## config.mk

```make
export PLATFORM = sky130hd
export DESIGN_NAME = param_priority_arbiter
export DESIGN_NICKNAME = d
export VERILOG_FILES = /design/src/rtl/arb_pkg.sv /design/src/rtl/arb_pick.sv /design/src/rtl/param_priority_arbiter.sv
export SDC_FILE = /design/constraint.sdc
export NUM_CORES = 1
export LEC_CHECK = 0
export ABC_AREA = 1
export CAP_MARGIN = 15
export CORE_MARGIN = 8
export CORE_UTILIZATION = 50
export DETAILED_ROUTE_END_ITERATION = 10
export PLACE_DENSITY = 0.73
export SYNTH_ARGS = -nofsm -noshare
export SYNTH_HDL_FRONTEND = slang
export SYNTH_SLANG_ARGS = --single-unit
```

## constraint.sdc

```tcl
create_clock -name clk -period 5.9 [get_ports clk]
set_input_delay 0.59 -clock clk [delete_from_list [all_inputs] [get_ports clk]]
set_output_delay 0.59 -clock clk [all_outputs]
set_load 0.005 [all_outputs]
```

## src/rtl/arb_pkg.sv

```systemverilog
// rtl/arb_pkg.sv - shared mode codes, state type and index helper for the arbiter
package arb_pkg;

   localparam logic MODE_FIXED = 1'b0;
   localparam logic MODE_RR    = 1'b1;

   // Widest request vector the arbiter family supports
   localparam int MAX_REQ = 16;

   typedef enum logic {
      IDLE  = 1'b0,
      GRANT = 1'b1
   } arb_state_t;

   // OR-ing the indices of set bits gives the index of a one-hot vector;
   // an all-zero vector maps to 0, which matches the idle owner index.
   function automatic int onehot_to_idx(input logic [MAX_REQ-1:0] oh);
      int idx;
      idx = 0;
      for (int i = 0; i < MAX_REQ; i++) begin
         if (oh[i]) begin
            idx = idx | i;
         end
      end
      return idx;
   endfunction

endpackage

```

## src/rtl/arb_pick.sv

```systemverilog
// rtl/arb_pick.sv - combinational winner selection by rotate, priority-find, unrotate
module arb_pick
   import arb_pkg::*;
#(
   parameter int N   = 4,
   parameter int IDW = $clog2(N)
) (
   input  logic [N-1:0]   req,
   input  logic [N-1:0]   mask,
   input  logic [IDW-1:0] start,
   input  logic           mode,
   output logic [N-1:0]   win,
   output logic [IDW-1:0] win_id,
   output logic           any
);

   logic [N-1:0]   cand;
   logic [N-1:0]   rot;
   logic [N-1:0]   rot_oh;
   logic [IDW-1:0] src;
   int             base;

   // Rotate candidates so the search origin sits at bit 0, isolate the lowest
   // set bit, then rotate the one-hot result back into requester order.
   // Fixed-priority mode is simply a search that always starts at bit 0.
   always_comb begin
      cand   = req & ~mask;
      base   = (mode == MODE_RR) ? int'(start) : 0;
      rot    = '0;
      win    = '0;
      src    = '0;
      for (int i = 0; i < N; i++) begin
         src    = IDW'((i + base) % N);
         rot[i] = cand[src];
      end
      rot_oh = rot & (~rot + N'(1));
      for (int i = 0; i < N; i++) begin
         src      = IDW'((i + base) % N);
         win[src] = rot_oh[i];
      end
      win_id = IDW'(onehot_to_idx(MAX_REQ'(win)));
      any    = |cand;
   end

endmodule

```

## src/rtl/param_priority_arbiter.sv

```systemverilog
// rtl/param_priority_arbiter.sv - N-way arbiter with fixed/round-robin mode, owner lock and hold timeout
module param_priority_arbiter
   import arb_pkg::*;
#(
   parameter int N        = 4,
   parameter int MAX_HOLD = 8,
   parameter int IDW      = $clog2(N)
) (
   input  logic           clk,
   input  logic           rst,
   input  logic [N-1:0]   req,
   input  logic           mode,
   output logic [N-1:0]   gnt,
   output logic [IDW-1:0] gnt_id,
   output logic           gnt_valid
);

   // Counter wide enough to reach MAX_HOLD; a single bit when timeouts are off
   localparam int HCW       = (MAX_HOLD > 0) ? $clog2(MAX_HOLD + 1) : 1;
   localparam int HOLD_LAST = (MAX_HOLD > 0) ? MAX_HOLD - 1 : 0;
   localparam int HOLD_SAT  = MAX_HOLD;

   arb_state_t     state, state_nxt;
   logic [IDW-1:0] rr_ptr, rr_ptr_nxt;
   logic [HCW-1:0] hold_cnt, hold_cnt_nxt;
   logic [N-1:0]   gnt_nxt;
   logic [IDW-1:0] gnt_id_nxt;
   logic           gnt_valid_nxt;

   logic           owner_req;
   logic           others_req;
   logic           timeout;
   logic           arbitrate;
   logic [N-1:0]   pick_mask;
   logic [N-1:0]   pick_win;
   logic [IDW-1:0] pick_id;
   logic           pick_any;

   assign owner_req  = |(req & gnt);
   assign others_req = |(req & ~gnt);

   // A hold timeout only forces a handover when someone else is waiting
   assign timeout = (MAX_HOLD > 0) && (state == GRANT) && owner_req && others_req
                    && (hold_cnt == HCW'(HOLD_LAST));

   // New arbitration when idle, when the owner lets go, or on timeout
   assign arbitrate = (state == IDLE) || !owner_req || timeout;

   // On timeout the current owner is excluded from this round only
   assign pick_mask = timeout ? gnt : '0;

   arb_pick #(
      .N   (N),
      .IDW (IDW)
   ) u_pick (
      .req    (req),
      .mask   (pick_mask),
      .start  (rr_ptr),
      .mode   (mode),
      .win    (pick_win),
      .win_id (pick_id),
      .any    (pick_any)
   );

   // Next-state and next-output decode; mode only matters on arbitration edges
   always_comb begin
      state_nxt     = state;
      rr_ptr_nxt    = rr_ptr;
      hold_cnt_nxt  = hold_cnt;
      gnt_nxt       = gnt;
      gnt_id_nxt    = gnt_id;
      gnt_valid_nxt = gnt_valid;
      if (arbitrate) begin
         hold_cnt_nxt = '0;
         if (pick_any) begin
            state_nxt     = GRANT;
            gnt_nxt       = pick_win;
            gnt_id_nxt    = pick_id;
            gnt_valid_nxt = 1'b1;
            // Pointer advances in both modes so a later switch to RR is predictable
            rr_ptr_nxt    = IDW'((int'(pick_id) + 1) % N);
         end else begin
            state_nxt     = IDLE;
            gnt_nxt       = '0;
            gnt_id_nxt    = '0;
            gnt_valid_nxt = 1'b0;
         end
      end else if (hold_cnt != HCW'(HOLD_SAT)) begin
         hold_cnt_nxt = hold_cnt + HCW'(1);
      end
   end

   // State, pointer, hold counter and output registers
   always_ff @(posedge clk or posedge rst) begin
      if (rst) begin
         state     <= IDLE;
         rr_ptr    <= '0;
         hold_cnt  <= '0;
         gnt       <= '0;
         gnt_id    <= '0;
         gnt_valid <= 1'b0;
      end else begin
         state     <= state_nxt;
         rr_ptr    <= rr_ptr_nxt;
         hold_cnt  <= hold_cnt_nxt;
         gnt       <= gnt_nxt;
         gnt_id    <= gnt_id_nxt;
         gnt_valid <= gnt_valid_nxt;
      end
   end

endmodule
```

==> flow_summary.toml <==
[synth]
synth-edff-count = 0
synth_top_area_share_pct = 28.2
synth_commonest_cells = "66 x nand2_1, 25 x nand3_1, 19 x inv_1, 13 x dfrtp_1, 9 x ha_1"
yosysWarnings = 0
synthCells = 179
ys_ff_latch = 13
async_reset_ff_share_pct = 100
yosysMostFrequentCell = "nand2_1"
avgSynthCellArea_um2 = 6.44
syn-cell-area_um2 = 1150
syn_nets = 195
synth_flop_cell = "dfrtp_1"
yosys.area.top_type = "dfrtp_1"
synth_seq_area_share_pct = 28.2
synthTopCellsByArea = "dfrtp_1 28%, nand2_1 21%, nand3_1 11%"
yosysUniqueCellTypes = 22

[power_and_ir_drop]
peakVddDrop_mv = 0.298
power_mw = 0.528
pwr_density_cell_nw_per_um2 = 394
leakage_nw = 0.724

[critical_path]
worstSetupStartpointType = "input port"
critPathArrivalTime_ns = 2.76
r2r_start = "rr_ptr[0]"
r2r_slack_ns = 3.66
rr_endpoint = "rr_ptr[0]"
criticalPathCategory = "input port to flop"
r2r.worst_path.cells = 13
end_kind = "flop"
critPathRequiredTime_ns = 6.06
path_max_fanout = 8

[detailed_routing]
drtPass1Iterations = 4
num_vias = 1136
drc = 0
wl_per_cell_um = 11.2
drt_iter0_markers = 52
wirelength_mm = 2.50
antenna_left = 0
vias_per_cell = 5.09

[die]
rows = 17
pin_count = 14
core_um2 = 2190
dieArea_um2 = 4100
start_util_pct = 52.7
fp.dieH_um = 64.0
fp.dieW_um = 64.0

[hold_path]
holdPathEnd = "rr_ptr[1]"
hp-start = "rr_ptr[1]"
hp-class = "flop to flop"
holdPathStages = 2

[layout]
diodes = 0
drive_gt1_share_pct = 10.8
fin_util_pct = 61.2
fin_nets = 212
design_area_um2 = 1340
syn2layout_area_growth_pct = 16.2

[global_routing]
grt_pass1_vias = 1044
overflow = 0
grt_pass1_wl_mm = 4.53
track_usage_pct = 13.1
grt_max_degree = 14
antenna_found_initial = 0

[clocking]
cts_made_buffers = 3
cts-resized-gates = 0
cts_hold_buffers = 0
max-clock-path-buffers = 2
cts_tree = "yes"
postCtsSetupRepairBufs = 0
clk_latency_ns = 0.27
cts_root_buf = "clkbuf_4"
path_clk_slew_ns = 0.07
clock_sinks = 13
htree_levels = 1

[sta]
max_freq_mhz = 385
tns_ns = 0
finalHoldViolCount = 0
fin_skew_ns = 0.000493
period_minus_slack_ns = 2.60
setup_viol = 0
rsz0062_at_grt = "false"
slew_violations = 0
relSlewSlack_pct = 68.3
worst-slew-pin-transition_ns = 0.474
fin_crit_sh_pct = 44.1
hold_slack_ns = 0.505

[job]
cap_violations = 0

[place]
port_buffers = 13
dpl_cell_area_um2 = 1310
routabilityCongestion = 0.860
hpwl_mm = 2.04

[outcome]
status = "complete, no violations"
per-stage QoR:
stage               worst slack, ns  instances
CTS                            3.33        223
floorplan                      3.73        179
detailed placement             3.03        219
finish                         3.30        223
global placement               3.07        219
global route                   3.01        223
area by class of cell:
cell class	instances	area, um^2
Timing Repair Buffer	13	130
Fill cell	210	851
Multi-Input combinational cell	141	733
Clock buffer	4	26.3
Tap cell	28	35.0
Inverter	24	90.1
Sequential cell	13	325
kinds of logic (layout without fill, tap and decap cells):
group	count (synthesis)	count (layout)	synth area share (%)
simple gates	116	116	45.9
buf+inv	25	41	8.24
flops	13	13	28.2
compound gates	15	15	7.16
xor+xnor	1	1	0.759
fa+ha+maj	9	9	9.76
cells in the final DEF, fill, tap and decap left out, drive strengths merged:
cell type | netlist | final
inv | 23 | 23
a21oi | 6 | 6
a211oi | 1 | 1
clkdlybuf4s50 | 0 | 13
clkinv | 1 | 1
ha | 9 | 9
nand4 | 3 | 3
nor2 | 11 | 11
nand3 | 26 | 26
clkbuf | 0 | 4
dfrtp | 13 | 13
xor2 | 1 | 1
o21ai | 6 | 6
nand2 | 75 | 75
nor3 | 1 | 1
o211ai | 2 | 2
routing by layer:
metal  part of all wire (%)  routed length (um)  global-route usage (%)  vias to the layer above
li1                       -                   -                       -                      604
met1                     51                1270                    17.9                      499
met2                     41                1030                    18.8                       31
met3                    7.7                 193                    5.75                        2
met4                   0.48                  12                    2.23                        0
met5                      0                   0                       0                        -
report_power, final:
part / leakage [nW] / internal, mW / switching, mW
Clock: 0.0150 / 0.0262 / 0.0267
Sequential: 0.165 / 0.120 / 0.0241
Combinational: 0.544 / 0.126 / 0.205
registers in the layout, indices dropped and copies added, names as in the netlist:
signal,flops
gnt,4
gnt_id,2
hold_cnt,4
rr_ptr,2
state,1
worst max path at each step:
stage,start,endpoint,slack [ns],cells past startpoint
final,mode,rr_ptr[0],3.30,14
after global routing,req[0],rr_ptr[0],3.01,18
after CTS,mode,rr_ptr[0],3.33,14
after detailed placement,mode,rr_ptr[0],3.03,14
after global placement,req[3],rr_ptr[0],3.07,18
after floorplan,mode,rr_ptr[1],3.73,15
worst max-delay path: stages:
cell	delay, ns
clkdlybuf4s50_1	0.47
nand2_1	0.17
inv_1	0.25
ha_1	0.31
inv_1	0.10
nand3_1	0.08
nand2_1	0.12
nand2_4	0.07
nor2_4	0.14
nand2_1	0.06
nand3_1	0.12
nand2_1	0.12
nand2_1	0.10
nor2_1	0.04
Note: power is estimated with default switching activity, not from simulation.
